### config.mk
export PLATFORM = sky130hd
export DESIGN_NAME = tdm_demux_flat
export DESIGN_NICKNAME = d
export VERILOG_FILES = /design/src/rtl/tdm_demux_if.sv /design/src/rtl/tdm_demux.sv /design/src/flat_wrapper.sv
export SDC_FILE = /design/constraint.sdc
export NUM_CORES = 1
export LEC_CHECK = 0
export ABC_AREA = 1
export BUFFER_PORTS_ARGS = -buffer_cell sky130_fd_sc_hd__buf_2
export CELL_PAD_IN_SITES_DETAIL_PLACEMENT = 0
export CELL_PAD_IN_SITES_GLOBAL_PLACEMENT = 1
export CORE_MARGIN = 1
export CORE_UTILIZATION = 45
export DETAILED_ROUTE_END_ITERATION = 7
export PLACE_DENSITY = 0.91
export SYNTH_ARGS = -nofsm -noshare
export SYNTH_HDL_FRONTEND = slang
export SYNTH_SLANG_ARGS = --single-unit
### constraint.sdc
create_clock -name clock -period 2.2 [get_ports clock]
set_input_delay 0 -clock clock [delete_from_list [all_inputs] [get_ports clock]]
set_output_delay 0 -clock clock [all_outputs]
set_load 0.02 [all_outputs]
### src/rtl/tdm_demux_if.sv
// ============================================================================
// Module   : tdm_demux_if
// Purpose  : Bundles the serial input stream, the output word pair and the
//            status flags of the two-channel TDM demultiplexer.
//            master = stream producer / word consumer, slave = demultiplexer.
// Revision : 1.0  initial release
// ============================================================================
`default_nettype none

interface tdm_demux_if #(
   parameter int WIDTH = 8
);
   logic             din;
   logic             din_valid;
   logic             sync;
   logic             ready;
   logic             err_clr;
   logic [WIDTH-1:0] ch0_data;
   logic [WIDTH-1:0] ch1_data;
   logic             out_valid;
   logic             sel;
   logic             overrun;
   logic             sync_err;
   logic             parity_err;

   modport master (
      output din, din_valid, sync, ready, err_clr,
      input  ch0_data, ch1_data, out_valid, sel, overrun, sync_err, parity_err
   );

   modport slave (
      input  din, din_valid, sync, ready, err_clr,
      output ch0_data, ch1_data, out_valid, sel, overrun, sync_err, parity_err
   );
endinterface

`default_nettype wire

### src/rtl/tdm_demux.sv
// ============================================================================
// Module   : tdm_demux
// Purpose  : Splits a bit-interleaved two-channel serial stream into a pair of
//            WIDTH-bit words (even slots -> ch0, odd slots -> ch1, MSB first).
//            A frame starts on a valid bit flagged by sync. Sticky flags report
//            dropped frames (overrun), misplaced sync (sync_err) and, when the
//            optional trailing parity slot is built in, parity mismatches.
// Options  : `define TDM_DEMUX_PARITY_EN adds one even-parity slot per frame.
// Revision : 1.0  initial release
// ============================================================================
`default_nettype none

module tdm_demux #(
   parameter int WIDTH = 8
) (
   input  logic       clock,
   input  logic       resetn,
   tdm_demux_if.slave bus
);

   localparam int FRAME_BITS = 2 * WIDTH;
   localparam int SLOT_W     = $clog2(FRAME_BITS + 1);
   localparam logic [SLOT_W-1:0] LAST_DATA = SLOT_W'(FRAME_BITS - 1);

   typedef enum logic [0:0] {
      HUNT = 1'b0,
      RECV = 1'b1
   } state_t;

   state_t            state;
   logic [SLOT_W-1:0] slot;
   logic [WIDTH-1:0]  sr0;
   logic [WIDTH-1:0]  sr1;
   logic [WIDTH-1:0]  ch0_q;
   logic [WIDTH-1:0]  ch1_q;
   logic              out_valid_q;
   logic              sel_q;
   logic              overrun_q;
   logic              sync_err_q;

   logic              start;
   logic              data_bit;
   logic              frame_done;
   logic              load;
   logic              drop;
   logic [WIDTH-1:0]  sr0_nxt;
   logic [WIDTH-1:0]  sr1_nxt;

`ifdef TDM_DEMUX_PARITY_EN
   localparam logic [SLOT_W-1:0] PAR_SLOT = SLOT_W'(FRAME_BITS);
   logic par_acc;
   logic parity_err_q;
   logic par_bit;
   logic par_fail;
`endif

   // Decode what the current valid bit means and where a finished frame goes
   always_comb begin
      start    = bus.din_valid & bus.sync;
      data_bit = bus.din_valid & ~bus.sync & (state == RECV) & (slot <= LAST_DATA);
      sr0_nxt  = (data_bit & ~slot[0]) ? {sr0[WIDTH-2:0], bus.din} : sr0;
      sr1_nxt  = (data_bit &  slot[0]) ? {sr1[WIDTH-2:0], bus.din} : sr1;
`ifdef TDM_DEMUX_PARITY_EN
      par_bit    = bus.din_valid & ~bus.sync & (state == RECV) & (slot == PAR_SLOT);
      frame_done = par_bit & (par_acc == bus.din);
      par_fail   = par_bit & (par_acc != bus.din);
`else
      frame_done = data_bit & (slot == LAST_DATA);
`endif
      // A busy output register with no acceptance this cycle cannot take the frame
      load = frame_done & (~out_valid_q | bus.ready);
      drop = frame_done & out_valid_q & ~bus.ready;
   end

   // Frame FSM, shift registers, output word pair and sticky flags
   always_ff @(posedge clock or negedge resetn) begin
      if (!resetn) begin
         state       <= HUNT;
         slot        <= '0;
         sr0         <= '0;
         sr1         <= '0;
         ch0_q       <= '0;
         ch1_q       <= '0;
         out_valid_q <= 1'b0;
         sel_q       <= 1'b0;
         overrun_q   <= 1'b0;
         sync_err_q  <= 1'b0;
`ifdef TDM_DEMUX_PARITY_EN
         par_acc      <= 1'b0;
         parity_err_q <= 1'b0;
`endif
      end else begin
         if (start) begin
            // Sync bit is always slot 0; any partial frame is thrown away
            state <= RECV;
            slot  <= SLOT_W'(1);
            sr0   <= {{(WIDTH-1){1'b0}}, bus.din};
            sr1   <= '0;
            sel_q <= 1'b1;
`ifdef TDM_DEMUX_PARITY_EN
            par_acc <= bus.din;
`endif
         end else if (data_bit) begin
            sr0 <= sr0_nxt;
            sr1 <= sr1_nxt;
`ifdef TDM_DEMUX_PARITY_EN
            par_acc <= par_acc ^ bus.din;
            slot    <= slot + SLOT_W'(1);
            // Last data slot is odd, so sel falls to 0 for the parity slot
            sel_q   <= ~sel_q;
`else
            if (slot == LAST_DATA) begin
               state <= HUNT;
               slot  <= '0;
               sel_q <= 1'b0;
            end else begin
               slot  <= slot + SLOT_W'(1);
               sel_q <= ~sel_q;
            end
`endif
         end
`ifdef TDM_DEMUX_PARITY_EN
         else if (par_bit) begin
            state <= HUNT;
            slot  <= '0;
            sel_q <= 1'b0;
         end
         parity_err_q <= par_fail | (parity_err_q & ~bus.err_clr);
`endif

         // A sync while already receiving is necessarily off slot 0
         sync_err_q <= (start & (state == RECV)) | (sync_err_q & ~bus.err_clr);
         overrun_q  <= drop | (overrun_q & ~bus.err_clr);

         if (load) begin
            ch0_q       <= sr0_nxt;
            ch1_q       <= sr1_nxt;
            out_valid_q <= 1'b1;
         end else if (bus.ready) begin
            out_valid_q <= 1'b0;
         end
      end
   end

   assign bus.ch0_data  = ch0_q;
   assign bus.ch1_data  = ch1_q;
   assign bus.out_valid = out_valid_q;
   assign bus.sel       = sel_q;
   assign bus.overrun   = overrun_q;
   assign bus.sync_err  = sync_err_q;
`ifdef TDM_DEMUX_PARITY_EN
   assign bus.parity_err = parity_err_q;
`else
   assign bus.parity_err = 1'b0;
`endif

endmodule

`default_nettype wire

### src/flat_wrapper.sv
// flat-port wrapper written by rule: the top's interface ports become plain ports
module tdm_demux_flat 
#(
   parameter int WIDTH = 8
)
  (clock, resetn, bus_din, bus_din_valid, bus_sync, bus_ready, bus_err_clr, bus_ch0_data, bus_ch1_data, bus_out_valid, bus_sel, bus_overrun, bus_sync_err, bus_parity_err);
  tdm_demux_if #(.WIDTH(WIDTH)) bus_i ();
  input  logic clock;
  input  logic resetn;
  input wire logic [$bits(bus_i.din)-1:0] bus_din;
  input wire logic [$bits(bus_i.din_valid)-1:0] bus_din_valid;
  input wire logic [$bits(bus_i.sync)-1:0] bus_sync;
  input wire logic [$bits(bus_i.ready)-1:0] bus_ready;
  input wire logic [$bits(bus_i.err_clr)-1:0] bus_err_clr;
  output wire logic [$bits(bus_i.ch0_data)-1:0] bus_ch0_data;
  output wire logic [$bits(bus_i.ch1_data)-1:0] bus_ch1_data;
  output wire logic [$bits(bus_i.out_valid)-1:0] bus_out_valid;
  output wire logic [$bits(bus_i.sel)-1:0] bus_sel;
  output wire logic [$bits(bus_i.overrun)-1:0] bus_overrun;
  output wire logic [$bits(bus_i.sync_err)-1:0] bus_sync_err;
  output wire logic [$bits(bus_i.parity_err)-1:0] bus_parity_err;
  assign bus_i.din = bus_din;
  assign bus_i.din_valid = bus_din_valid;
  assign bus_i.sync = bus_sync;
  assign bus_i.ready = bus_ready;
  assign bus_i.err_clr = bus_err_clr;
  assign bus_ch0_data = bus_i.ch0_data;
  assign bus_ch1_data = bus_i.ch1_data;
  assign bus_out_valid = bus_i.out_valid;
  assign bus_sel = bus_i.sel;
  assign bus_overrun = bus_i.overrun;
  assign bus_sync_err = bus_i.sync_err;
  assign bus_parity_err = bus_i.parity_err;
  tdm_demux #(.WIDTH(WIDTH)) u_core (.clock(clock), .resetn(resetn), .bus(bus_i));
endmodule
==> metrics.txt <==
# TYPE chip_impl_metric gauge
chip_impl_info{name="outcome",value="finished, final reports clean"} 1
chip_impl_metric{name="critical_path.max_stage_delay",unit="ns"} 0.61
chip_impl_metric{name="timing.final.max_slew_violations",unit=""} 0
chip_impl_metric{name="required",unit="ns"} 2.38
chip_impl_metric{name="multiInputGateArea",unit="sq um"} 726
chip_impl_metric{name="cts_setup_buffers",unit=""} 0
chip_impl_metric{name="dr.pass1.iters",unit=""} 4
chip_impl_metric{name="leakagePower",unit="uW"} 0.00125
chip_impl_metric{name="layout.area.seq",unit="sq um"} 1050
chip_impl_info{name="crit_path_top_delay_cell",value="dfrtp_1"} 1
chip_impl_metric{name="dpl-instance-area",unit="sq um"} 2100
chip_impl_metric{name="wire_length_of_the_first_global_routing_pass",unit="microns"} 6020
chip_impl_metric{name="cts.reportedPaths.clkPinSlew",unit="ns"} 0.08
chip_impl_metric{name="clock_sinks",unit=""} 42
chip_impl_metric{name="placement.io_buffers",unit=""} 26
chip_impl_metric{name="worst_slew_margin_rel",unit="%"} 40.0
chip_impl_metric{name="first_global_vias",unit=""} 1327
chip_impl_metric{name="yosysSeqAreaShare",unit="%"} 53.9
chip_impl_metric{name="fin_crit_sh",unit="%"} 82.6
chip_impl_metric{name="die_area",unit="sq um"} 4600
chip_impl_metric{name="grt_antenna_before_repair",unit=""} 0
chip_impl_metric{name="clkLatencyLatePin",unit="ns"} 0.29
chip_impl_metric{name="synthCells",unit=""} 222
chip_impl_metric{name="layout.cell_area.non_filler",unit="sq um"} 2270
chip_impl_info{name="rsz0062_at_grt",value="no"} 1
chip_impl_metric{name="grt_overflow_total",unit=""} 0
chip_impl_metric{name="dr_total_vias",unit=""} 1471
chip_impl_metric{name="dp.final_hpwl",unit="microns"} 2390
chip_impl_metric{name="fin_setup_tns",unit="ns"} 0
chip_impl_metric{name="global_route.usage.total",unit="%"} 18.3
chip_impl_metric{name="fmax",unit="MHz"} 550
chip_impl_metric{name="ys.warnings.count",unit=""} 0
chip_impl_metric{name="tritoncts.num_buffers",unit=""} 5
chip_impl_metric{name="ctsHtreeMaxLevel",unit=""} 2
chip_impl_metric{name="finalHoldViolations",unit=""} 0
chip_impl_metric{name="synth_cell_type_count",unit=""} 26
chip_impl_info{name="end_kind",value="flop"} 1
chip_impl_info{name="cpLargestDelayFamily",value="flip-flops"} 1
chip_impl_metric{name="synth-seq-cells",unit=""} 42
chip_impl_metric{name="finalWorstPathRequiredPeriod",unit="ns"} 1.82
chip_impl_metric{name="wirelength",unit="microns"} 3540
chip_impl_metric{name="post_synth_instance_area",unit="sq um"} 1950
chip_impl_metric{name="pwr_density_cell",unit="nW/um^2"} 826
chip_impl_metric{name="ioPinCount",unit=""} 28
chip_impl_metric{name="area.growth.synth_to_final",unit="%"} 16.6
chip_impl_info{name="holdCritPathClass",value="input port to flop"} 1
chip_impl_metric{name="avgViaCountPerCell",unit=""} 4.84
chip_impl_metric{name="max-cap-violations",unit=""} 0
chip_impl_metric{name="synth_fp_nets",unit=""} 230
chip_impl_metric{name="setup_viol",unit=""} 0
chip_impl_metric{name="core_area",unit="sq um"} 4090
chip_impl_metric{name="diodes",unit=""} 0
chip_impl_metric{name="final_layout_size_suffix_gt1_share",unit="%"} 23.2
chip_impl_metric{name="final_hold_slack",unit="ns"} 0.0801
chip_impl_metric{name="fillers",unit=""} 384
chip_impl_metric{name="grt_start_max_net_pins",unit=""} 43
chip_impl_metric{name="num_rows",unit=""} 23
chip_impl_metric{name="post-route-drc-count",unit=""} 0
chip_impl_metric{name="finish.net_count",unit=""} 261
chip_impl_metric{name="worstMarginPinSlew",unit="ns"} 0.900
chip_impl_info{name="cts_root_buf",value="clkbuf_8"} 1
chip_impl_metric{name="horizontal_die_dimension",unit="microns"} 67.8
chip_impl_info{name="worstSetupPathType",value="flop to flop"} 1
chip_impl_metric{name="routed_wire_length_per_instance",unit="microns"} 11.7
chip_impl_info{name="crit_path_cell_trace",value="ha_1 > nand2_2 > nor2_1 > nand2_1 > inv_2 > nand2_4 > clkinv_2 > nand2_4 > nand2_1 > o21ai_2"} 1
chip_impl_metric{name="worstPathMaxFanout",unit=""} 23
chip_impl_info{name="cts_tree",value="built"} 1
chip_impl_metric{name="critPathBufInv",unit=""} 2
chip_impl_metric{name="gpl.final_weighted_congestion",unit=""} 0.849
chip_impl_metric{name="drt_iter0_markers",unit=""} 95
chip_impl_metric{name="antenna_violating_nets_left",unit=""} 0
chip_impl_metric{name="synth_area_per_cell",unit="sq um"} 8.78
chip_impl_metric{name="die-height",unit="microns"} 67.8
chip_impl_metric{name="cts-root-to-sink-buffers",unit=""} 2
chip_impl_metric{name="power.ir.vdd_worst",unit="mV"} 0.438
chip_impl_metric{name="clock-skew-final",unit="ns"} 0.00401
chip_impl_metric{name="crit_arrival",unit="ns"} 2.00
chip_impl_info{name="setup.worst_path.start_class",value="flop"} 1
chip_impl_metric{name="start_util",unit="%"} 47.7
[state kept, by name, indices dropped and copies added (netlist names), 5 cells and up]
name and count:
u_core.bus.ch0_data 8, u_core.bus.ch1_data 8, u_core.sr0 8, u_core.sr1 8, u_core.slot 5
[synthesized netlist by cell type, drive strengths merged]
master	count	area (sq um)
a21oi	1	5.00
buf	6	50.0
clkinv	3	12.5
conb	1	3.75
dfrtp	42	1050
ha	1	12.5
inv	29	109
nand2	64	265
nand3	16	110
nand4	8	50.1
nor2	27	124
o21ai	21	135
o22ai	2	12.5
o31ai	1	7.51
[worst register-to-register path: stages (launching register included)]
cell and delay, ns:
dfrtp_1 0.61, ha_1 0.26, nand2_2 0.08, nor2_1 0.09, nand2_1 0.08, inv_2 0.10, nand2_4 0.07, clkinv_2 0.07
nand2_4 0.15, nand2_1 0.14, o21ai_2 0.05
[cell families (layout without fill, tap and decap cells)]
| group | after synthesis | in the layout | share of synthesized area, % |
|---|---|---|---|
| AOI/OAI and AO/OA | 25 | 25 | 8.22 |
| other | 1 | 1 | 0.192 |
| adders and majority gates | 1 | 1 | 0.642 |
| DFF | 42 | 42 | 54.0 |
| and+or+nand+nor | 115 | 115 | 28.2 |
| buffers and inverters | 38 | 70 | 8.80 |
[layer usage]
layer  part of all wire (%)  global-route usage, %  up-vias
li1                       -                      -      762
met5                      0                      0        -
met1                     50                   23.6      670
met2                     44                   28.7       35
met4                    1.3                   8.59        0
met3                    4.0                   4.56        4
[path summary, 6_finish.rpt]
check	startpoint	endpoint	slack, ns	cells after the start
setup / recovery	u_core.slot[0]	u_core.bus.ch0_data[3]	0.38	10
hold / removal	bus_sync	u_core.bus.out_valid	0.08	4
setup reg to reg	u_core.slot[0]	u_core.bus.ch0_data[3]	0.38	10
hold reg to reg	u_core.bus.ch1_data[6]	u_core.bus.ch1_data[6]	0.48	2
max in group asynchronous	resetn	u_core.slot[3]	1.27	2
min in group asynchronous	resetn	u_core.bus.ch1_data[1]	0.37	2
[through the flow]
| step | total power [uW] | setup slack, ns | utilization (%) | instances |
|---|---|---|---|---|
| floorplan | 1070 | 0.817 | - | 222 |
| global placement | 1130 | 0.457 | 51.3 | 293 |
| detailed placement | 1140 | 0.405 | 51.3 | 293 |
| CTS | 1900 | 0.382 | 55.6 | 304 |
| global route | 1970 | 0.188 | 55.6 | 304 |
| finish | 1880 | 0.382 | 55.6 | 304 |
[area by class of cell]
cell class / instances / area share (%)
clock buffers: 6 / 3.64
clock inverters: 2 / 2.64
inverters: 32 / 5.34
multi-input cells: 142 / 32.0
flip-flops and latches: 42 / 46.3
well taps: 50 / 2.75
repair buffers: 30 / 7.38
[cells in the final DEF (no fill, tap or decap)]
cell type	count
a21oi_1	1
buf_2	26
buf_4	1
bufinv_16	2
clkbuf_8	6
clkinv_1	2
clkinv_2	1
conb_1	1
dfrtp_1	42
dlygate4sd3_1	3
ha_1	1
inv_1	26
inv_2	3
nand2_1	58
nand2_2	4
nand2_4	2
nand3_1	13
nand3_2	1
nand3_4	2
nand4_1	8
nor2_1	24
nor2_4	3
o21ai_0	5
o21ai_1	8
o21ai_2	8
o22ai_1	2
o31ai_1	1
[report_power, final]
part,switching (uW),internal (uW),leakage [uW]
combinational,163,83.6,0.000622
sequential,42.9,836,0.000558
clock,267,484,0.0000714
total,473,1400,0.00125
[what timing repair did]
item,4_1_cts,5_1_grt
hold buffers,3,0
resized for setup,0,0
setup endpoints to repair,0,0
hold endpoints to repair,45,0
No activity file was read; power rests on OpenSTA's default activity.
